## src/rtl/seg_dec_pkg.sv

```systemverilog
// Shared types and constants for the seven-segment display-bus monitor.
package seg_dec_pkg;

    typedef enum logic [1:0] {
        IDLE   = 2'd0,
        SETTLE = 2'd1,
        LOCKED = 2'd2
    } state_t;

    localparam int SEG_W   = 8;
    localparam int LED_W   = 8;
    localparam int VALUE_W = 6;
    localparam int CNT_W   = 8;

    localparam logic [SEG_W-1:0] SEG_M4      = 8'b11100110;
    localparam logic [SEG_W-1:0] SEG_M3      = 8'b11001111;
    localparam logic [SEG_W-1:0] SEG_M2      = 8'b11011011;
    localparam logic [SEG_W-1:0] SEG_M1      = 8'b10000110;
    localparam logic [SEG_W-1:0] SEG_P0      = 8'b00111111;
    localparam logic [SEG_W-1:0] SEG_P1      = 8'b00000110;
    localparam logic [SEG_W-1:0] SEG_P2      = 8'b01011011;
    localparam logic [SEG_W-1:0] SEG_P3      = 8'b01001111;
    localparam logic [SEG_W-1:0] SEG_PRODUCT = 8'b10000000;

endpackage

```

## src/rtl/seg_led_decoder_seg7_to_int.sv

```systemverilog
// Combinational seven-segment pattern decoder: pattern -> {legal, product, signed 3-bit value}.
module seg7_to_int
    import seg_dec_pkg::*;
(
    input  logic [SEG_W-1:0]  seg,
    output logic              legal,
    output logic              product,
    output logic signed [2:0] value
);

    always_comb begin
        legal   = 1'b1;
        product = 1'b0;
        value   = 3'b000;
        case (seg)
            SEG_M4:      value = 3'b100;
            SEG_M3:      value = 3'b101;
            SEG_M2:      value = 3'b110;
            SEG_M1:      value = 3'b111;
            SEG_P0:      value = 3'b000;
            SEG_P1:      value = 3'b001;
            SEG_P2:      value = 3'b010;
            SEG_P3:      value = 3'b011;
            SEG_PRODUCT: product = 1'b1;
            default:     legal = 1'b0;
        endcase
    end

endmodule

```

## src/rtl/seg_led_decoder.sv

```systemverilog
// Display-bus monitor: debounces {seg,led}, decodes sum/product results, counts illegal patterns.
// Optional SEG_DEC_MISMATCH_EN adds a 'mismatch' output comparing the LED field with the decoded sum.
module seg_led_decoder
    import seg_dec_pkg::*;
#(
    parameter int STABLE_CYCLES = 4,
    parameter int ERR_CNT_BITS  = 8
) (
    input  logic                      clk_2,
    input  logic                      reset,
    input  logic [SEG_W-1:0]          seg_in,
    input  logic [LED_W-1:0]          led_in,
    output logic signed [VALUE_W-1:0] value,
    output logic                      value_valid,
    output logic                      is_product,
    output logic                      ovf,
    output logic                      decode_err,
    output logic [ERR_CNT_BITS-1:0]   err_count
`ifdef SEG_DEC_MISMATCH_EN
    ,
    output logic                      mismatch
`endif
);

    localparam logic [CNT_W-1:0] CNT_LAST = CNT_W'(STABLE_CYCLES - 1);

    state_t                      state_q, state_d;
    logic [SEG_W+LED_W-1:0]      s_q, s_d;
    logic [CNT_W-1:0]            cnt_q, cnt_d;
    logic signed [VALUE_W-1:0]   value_q, value_d;
    logic                        valid_q, valid_d;
    logic                        product_q, product_d;
    logic                        ovf_q, ovf_d;
    logic                        err_q, err_d;
    logic [ERR_CNT_BITS-1:0]     err_cnt_q, err_cnt_d;
    logic                        mism_q, mism_d;

    logic                        dec_legal;
    logic                        dec_product;
    logic signed [2:0]           dec_value;
    logic [SEG_W+LED_W-1:0]      sample;
    logic                        changed;

    // Decoder always looks at the held sample, so an accept uses exactly what was debounced.
    seg7_to_int u_seg7_to_int (
        .seg     (s_q[SEG_W+LED_W-1:LED_W]),
        .legal   (dec_legal),
        .product (dec_product),
        .value   (dec_value)
    );

    assign sample  = {seg_in, led_in};
    assign changed = (sample != s_q) || (state_q == IDLE);

    always_comb begin
        state_d   = state_q;
        s_d       = s_q;
        cnt_d     = cnt_q;
        value_d   = value_q;
        valid_d   = 1'b0;
        product_d = product_q;
        ovf_d     = ovf_q;
        err_d     = err_q;
        err_cnt_d = err_cnt_q;
        mism_d    = mism_q;

        if (changed) begin
            s_d     = sample;
            cnt_d   = '0;
            state_d = SETTLE;
        end else if (state_q == SETTLE) begin
            if (cnt_q == CNT_LAST) begin
                state_d   = LOCKED;
                valid_d   = 1'b1;
                product_d = dec_product;
                ovf_d     = s_q[7];
                err_d     = ~dec_legal;
                mism_d    = 1'b0;
                if (dec_product) begin
                    value_d = s_q[5:0];
                end else if (dec_legal) begin
                    value_d = {{(VALUE_W-3){dec_value[2]}}, dec_value};
                    mism_d  = (s_q[2:0] != dec_value) || (s_q[5:3] != 3'b000);
                end else begin
                    value_d = '0;
                    if (err_cnt_q != '1)
                        err_cnt_d = err_cnt_q + 1'b1;
                end
            end else begin
                cnt_d = cnt_q + 1'b1;
            end
        end
    end

    always_ff @(posedge clk_2) begin
        if (reset) begin
            state_q   <= IDLE;
            s_q       <= '0;
            cnt_q     <= '0;
            value_q   <= '0;
            valid_q   <= 1'b0;
            product_q <= 1'b0;
            ovf_q     <= 1'b0;
            err_q     <= 1'b0;
            err_cnt_q <= '0;
            mism_q    <= 1'b0;
        end else begin
            state_q   <= state_d;
            s_q       <= s_d;
            cnt_q     <= cnt_d;
            value_q   <= value_d;
            valid_q   <= valid_d;
            product_q <= product_d;
            ovf_q     <= ovf_d;
            err_q     <= err_d;
            err_cnt_q <= err_cnt_d;
            mism_q    <= mism_d;
        end
    end

    assign value       = value_q;
    assign value_valid = valid_q;
    assign is_product  = product_q;
    assign ovf         = ovf_q;
    assign decode_err  = err_q;
    assign err_count   = err_cnt_q;

`ifdef SEG_DEC_MISMATCH_EN
    assign mismatch = mism_q;
`else
    logic unused_mism;
    assign unused_mism = mism_q;
`endif

endmodule
```

## config.mk

```make
export PLATFORM = sky130hd
export DESIGN_NAME = seg_led_decoder
export DESIGN_NICKNAME = d
export VERILOG_FILES = /design/src/rtl/seg_dec_pkg.sv /design/src/rtl/seg_led_decoder_seg7_to_int.sv /design/src/rtl/seg_led_decoder.sv
export SDC_FILE = /design/constraint.sdc
export NUM_CORES = 1
export LEC_CHECK = 0
export ABC_AREA = 1
export CORE_AREA = 10 10 95 97
export CTS_CLUSTER_DIAMETER = 30
export DETAILED_ROUTE_END_ITERATION = 10
export DIE_AREA = 0 0 105 107
export PLACE_DENSITY_LB_ADDON = 0.2
export REMOVE_ABC_BUFFERS = 1
export SLEW_MARGIN = 30
export SYNTH_ARGS = -nofsm -noshare
export SYNTH_HDL_FRONTEND = slang
export SYNTH_SLANG_ARGS = --single-unit
export TNS_END_PERCENT = 30
```

## constraint.sdc

```tcl
create_clock -name clk_2 -period 5.3 [get_ports clk_2]
set_clock_uncertainty 0.15 [all_clocks]
set_input_delay 1.06 -clock clk_2 [delete_from_list [all_inputs] [get_ports clk_2]]
set_output_delay 1.06 -clock clk_2 [all_outputs]
set_load 0.005 [all_outputs]
```

==> reports/qor.txt, run 1 <==
area occupied by multi-input gates = 1220 um^2
Avg Cell Area, Syn = 6.405 um^2
DRC errors left = 0
gr ovfl total = 0
# setup viols final = 0
area grow syn2layout = 22.54%
critical-path cell list = clkdlybuf4s50_1 > inv_1 > nand2_1 > nand2_1 > nor2_1 > nand2_1 > nor2_4 > nand2_4 > nor2_8 > o21ai_0 > nand3_1 > nand2_1 > inv_1
IO Count = 36
die area = 11240 um^2
crit path from = led_in[5]
cts bufs inserted = 5
CP top delay family = simple AND/OR/NAND/NOR gates
initial antenna violation count = 0
Die H = 107 um
Starting Density = 33.84%
Final ANT Viol Nets = 0
Arr. time, crit path = 2860 ps
CTS resizes = 0
1st-pass router iterations = 4
clk_lat worst skew = 300 ps
1st-iter DRT viols = 71
setup tns final = 0 ps
Hold Buf Count CTS = 0
Post-Route WL = 5.456 mm
Reg clk slew, reported paths = 80 ps
Power Density = 211.0 nW/um^2
wire per inst = 10.57 um
max_cap viols = 0
DP HPWL = 4.241 mm
fin. max-slew vios = 0
routability cong. = 0.7880
core area = 7137 um^2
FP Rows = 31
All-Layer GR Usage = 10.15%
outcome = finished, final reports clean
register area share after synthesis = 36.48%
layout cells sized above 1 = 9.832%
Worst R2R Start = cnt_q[0]
Hold WC Path Type = register to register
Critical Path Source Type = input port
Reg area = 880.8 um^2
die width = 105 um
Tcrit/Tclk final = 52.09%
Post-CTS Setup Repair Bufs = 0
Fmax = 0.3622 GHz
cells after synthesis = 377
via count = 2237
fill count = 788
drt via density = 4.335
unrepaired setup endpoints after global routing = no
Bufs on Longest Clock Path = 2
CTS Sinks = 44
yosys warns = 0
# diodes = 0
CP Capture Type = register
TritonCTS clock tree = built
Port Buffer Count = 35
WP buf/inv = 3
Final Cell Area = 2959 um^2
pin count of the biggest net entering global routing = 21
slowest CP cell = clkdlybuf4s50_1
Crit Path Max Fanout = 13
slowest stage delay, CP = 480 ps
first-pass GRT wire length = 9.666 mm
final hold violations = 0
leakage power = 1.440 nW
CP most frequent cell = nand2_1
via count of the first global-routing pass = 2147
FF+latch count, synth = 44
Worst-Margin Slew = 492.3 ps
worst vdd ir = 97.03 uV
Cell Area, Synth = 2415 um^2
Setup CP Type = input port to register
Worst Path Required = 5400 ps
Final Critical Period = 2761 ps
headroom to the max-slew limit = 66.83%
number of distinct library cells after synthesis = 29
CTS root buf = clkbuf_8
H-tree depth = 2
Hold Crit Start = is_product
placed cell area = 2869 um^2
nets@finish = 436
[where the power goes]
part / internal, W / switching, W / leakage [nW] / total, W
sequential: 0.000337 / 0.00000680 / 0.359 / 0.000344
clock: 0.000107 / 0.000115 / 0.0455 / 0.000221
combinational: 0.0000251 / 0.0000337 / 1.04 / 0.0000588
total: 0.000469 / 0.000155 / 1.44 / 0.000624
[metrics by stage]
stage / setup WS (ps) / hold WS [ps] / instances / utilization, % / total power (W)
after detailed placement: 2207 / 316.2 / 508 / 40.20 / 0.0004109
after floorplan: 2997 / 294.8 / 373 / - / 0.0003854
final: 2539 / 322.0 / 516 / 41.46 / 0.0006243
after global placement: 2251 / 308.1 / 508 / 40.20 / 0.0004102
after CTS: 2497 / 329.1 / 516 / 41.46 / 0.0006370
after global routing: 2295 / 352.2 / 516 / 41.46 / 0.0006601
[cell type report]
type	count	share of cell area [%]
well taps	99	4.186
inverters	76	9.683
flip-flops and latches	44	29.77
clock buffers	8	3.044
multi-input cells	253	41.23
repair buffers	36	12.09
[cells in the final DEF, fill, tap and decap left out, types with 4 or more instances in the layout]
cell / instances
inv_1: 63
nor2_1: 60
a21oi_1: 11
nor2_4: 4
nand2_1: 114
nand4_1: 13
nor3_1: 5
nand3_1: 16
clkdlybuf4s50_1: 35
dfxtp_1: 44
inv_2: 12
clkbuf_8: 6
o21ai_0: 6
[cells by family (layout without fill, tap and decap cells)]
kind of cell,count (synthesis),after routing,share of synthesized area (%)
simple gates,229,229,44.51
flops,44,44,36.48
xor+xnor,2,2,0.7255
compound gates,20,20,4.249
buf+inv,80,120,13.00
fa+ha+maj,2,2,1.036
[routing by layer]
metal	GRT usage, %	up-vias	share of wire (%)
li1	-	1217	-
met1	12.17	993	49
met2	17.53	23	48
met3	2.335	4	2.8
met4	3.333	0	1.0
met5	0	-	0
[synthesized netlist by cell type]
master	n	area, um^2
o21ai_1	2	10.01
xor2_1	2	17.52
or2_2	1	6.260
nor3_2	1	10.01
nand4_1	13	81.33
nand3_4	2	35.03
buf_8	1	15.01
nor2_1	60	225.2
ha_1	2	25.02
nor2_2	3	18.77
nand3_1	16	80.08
inv_2	12	45.04
inv_1	63	236.5
nor3b_2	1	12.51
nand2_1	114	427.9
nor3_1	5	25.02
o21ai_0	6	30.03
clkinv_2	1	5.000
buf_2	1	5.000
nand2_4	2	22.52
clkbuf_1	2	7.510
nand2_2	3	18.77
nor2_4	4	45.04
o211ai_1	1	7.510
nor2_8	2	40.04
dfxtp_1	44	880.8
a21oi_1	11	55.05
nand3_2	1	10.01
nor3_4	1	16.27
[worst min-delay path: cells and delay by family (launching register included)]
kind | cells | cell delay, ps
AND/OR/NAND/NOR | 1 | 60
AO/OA/AOI/OAI | 1 | 50
flip-flops | 1 | 320
[registers in the layout (all words and copies together), names as in the netlist]
register / cells
decode_err: 1
ovf: 1
cnt_q: 8
value: 6
value_valid: 1
is_product: 1
err_count: 8
s_q: 16
state_q: 2
[path summary, 6_finish.rpt]
check	endpoint	slack [ps]	cells after the start
worst max-delay path	value[3]	2540	13
worst min register to register	is_product	320	2
worst max register to register	err_count[1]	3300	10
worst min-delay path	is_product	320	2
Power figures use the tool's default switching activity.
==> run 2, diff against run 1 <==
==> constraint.sdc (replaced) <==
create_clock -name clk_2 -period 2.8 [get_ports clk_2]
set_clock_uncertainty 0.15 [all_clocks]
set_input_delay 0.56 -clock clk_2 [delete_from_list [all_inputs] [get_ports clk_2]]
set_output_delay 0.56 -clock clk_2 [all_outputs]
set_load 0.005 [all_outputs]
==> reports/qor.txt, run 2 (synthesis results as in run 1) <==
outcome = finished, final reports clean
Tcrit/Tclk final = 80.73%
Starting Density = 33.84% (unchanged)
crit path from = seg_in[7]
CTS Sinks = 44 (unchanged)
initial antenna violation count = 0 (unchanged)
CP top delay family = simple AND/OR/NAND/NOR gates
placed cell area = 2869 um^2 (unchanged)
die width = 105 um (unchanged)
Power Density = 396.6 nW/um^2 (+88%)
CTS root buf = clkbuf_8
Critical Path Source Type = input port
via count of the first global-routing pass = 2093 (-2.5%)
share of power burned in registers = 55.5% (+0.4 points)
met2 usage = 17.17% (-0.36 points)
Final ANT Viol Nets = 0 (unchanged)
fin. max-slew vios = 0 (unchanged)
die area = 11240 um^2 (unchanged)
1st-iter DRT viols = 73 (+2.8%)
via count = 2218 (-0.85%)
H-tree depth = 2 (unchanged)
leakage power = 1.440 nW (unchanged)
fill count = 762 (-3.3%)
slowest CP cell = clkdlybuf4s50_1
CTS resizes = 0 (unchanged)
leading cell types in the layout, fill and taps excluded = nand2_1 (114), inv_1 (63), nor2_1 (60)
r2r endpoint = value[4]
commonest non-fill, non-tap cell in the layout = nand2_1
Hold Crit Start = is_product
Largest Register = s_q
Port Buffer Count = 35 (unchanged)
gr ovfl total = 0 (unchanged)
Worst R2R Start = cnt_q[0]
worst vdd ir = 217.3 uV (+120%)
Final Cell Area = 2959 um^2 (unchanged)
Reg clk slew, reported paths = 80 ps (about the same)
first-pass GRT wire length = 9.508 mm (-1.6%)
Final Critical Period = 2260 ps
FP Rows = 31 (unchanged)
Crit Path Max Fanout = 13 (unchanged)
slowest stage delay, CP = 500 ps (+20 ps)
unrepaired setup endpoints after global routing = no
global-route met1 utilization = 12.19% (+0.022 points)
nets@finish = 436 (unchanged)
headroom to the max-slew limit = 66.02% (-0.82 points)
Post-Route WL = 5.385 mm (-1.3%)
flop2flop setup slack = 830 ps (-2470 ps)
hold depth = 2 (unchanged)
Largest register FFs = 16 (unchanged)
drt via density = 4.298 (-0.85%)
internal power = 0.0008875 W (+89%)
clk_lat worst skew = 290 ps (about the same)
TritonCTS clock tree = built
layout cells sized above 1 = 9.832% (unchanged)
Setup crit end = value[4]
Stages on worst setup path = 13 (unchanged)
final hold violations = 0 (unchanged)
setup tns final = 0 ps (unchanged)
Setup CP Type = input port to register
clock power share = 35.0% (-0.5 points)
DRC errors left = 0 (unchanged)
Die H = 107 um (unchanged)
core area = 7137 um^2 (unchanged)
routability cong. = 0.7947 (+0.85%)
Worst Path Required = 2890 ps (-2510 ps)
# setup viols final = 0 (unchanged)
# diodes = 0 (unchanged)
area occupied by multi-input gates = 1220 um^2 (unchanged)
wire per inst = 10.44 um (-1.3%)
Hold Buf Count CTS = 0 (unchanged)
GR peak layer = met2
Combinational Power Share = 9.5% (about the same)
pin count of the biggest net entering global routing = 20 (-4.8%)
max_cap viols = 0 (unchanged)
Reg area = 880.8 um^2 (unchanged)
CP most frequent cell = nand2_1
Post-CTS Setup Repair Bufs = 0 (unchanged)
Fmax = 0.4424 GHz
Psw = 0.0002862 W (+84%)
Arr. time, crit path = 2360 ps (-500 ps)
DP HPWL = 4.264 mm (+0.54%)
Worst-Margin Slew = 509.2 ps (+16.91 ps)
IO Count = 36 (unchanged)
area grow syn2layout = 22.54% (unchanged)
critical-path cell list = clkdlybuf4s50_1 > inv_1 > nand2_1 > nand2_1 > nor2_1 > nand2_1 > nor2_4 > nand2_4 > nor2_8 > o21ai_0 > nand3_1 > nand2_1 > inv_1
cts bufs inserted = 5 (unchanged)
cells on worst reg2reg path = 11 (+1)
Bufs on Longest Clock Path = 2 (unchanged)
Net Sw Frac = 24.38% (-0.50 points)
WP buf/inv = 3 (unchanged)
All-Layer GR Usage = 9.905% (-0.24 points)
Hold WC Path Type = register to register
met3 Track Usage GR = 2.216% (-0.12 points)
CP Capture Type = register
1st-pass router iterations = 4 (unchanged)
[run 2: cell counts in the layout (fill, tap and decap cells not counted)]
Identical to the previous run, type by type.
[run 2: through the flow]
| step | cells | setup slack (ps) | util [%] | hold WS [ps] | power [W] |
|---|---|---|---|---|---|
| 2_1_floorplan | 373 | 997.5 | - | 294.8 | 0.0007296 |
| 3_3_place_gp | 508 | 250.0 | 40.20 | 309.1 | 0.0007766 |
| 3_5_place_dp | 508 | 206.6 | 40.20 | 318.3 | 0.0007780 |
| 4_1_cts | 516 | 507.3 | 41.46 | 330.9 | 0.001196 |
| 5_1_grt | 516 | 331.8 | 41.46 | 354.2 | 0.001241 |
| 6_report | 516 | 539.6 | 41.46 | 324.8 | 0.001174 |
[run 2: how the worst min path moves through the flow]
| stage | end | slack [ps] |
|---|---|---|
| final | is_product | 320 |
| after global routing | is_product | 350 |
| after CTS | is_product | 330 |
| after detailed placement | is_product | 320 |
| after global placement | state_q[1] | 310 |
| after floorplan | ovf | 290 |
[run 2: worst min-delay path, cell delays in order, from the launching register on]
cell     delay [ps]
dfxtp_1         320
nand2_1          60
a21oi_1          50
[run 2: routing by layer]
metal	share of wire, %	routed length [um]
met1	48	2565
met5	0	0
met3	3.1	169
met2	48	2603
met4	0.87	47
[run 2: cell type report]
type	count	area share (%)
flip-flops and latches	44	29.77
inverters	76	9.683
repair buffers	36	12.09
clock buffers	8	3.044
multi-input cells	253	41.23
well taps	99	4.186
[run 2: power groups by stage]
stage	clock network (W)	logic, W	registers (W)
4_1_cts	0.000432	0.000113	0.000651
3_5_place_dp	0	0.000112	0.000666
3_3_place_gp	0	0.000111	0.000666
2_1_floorplan	0	0.0000667	0.000663
5_1_grt	0.000457	0.000130	0.000654
6_report	0.000411	0.000111	0.000651
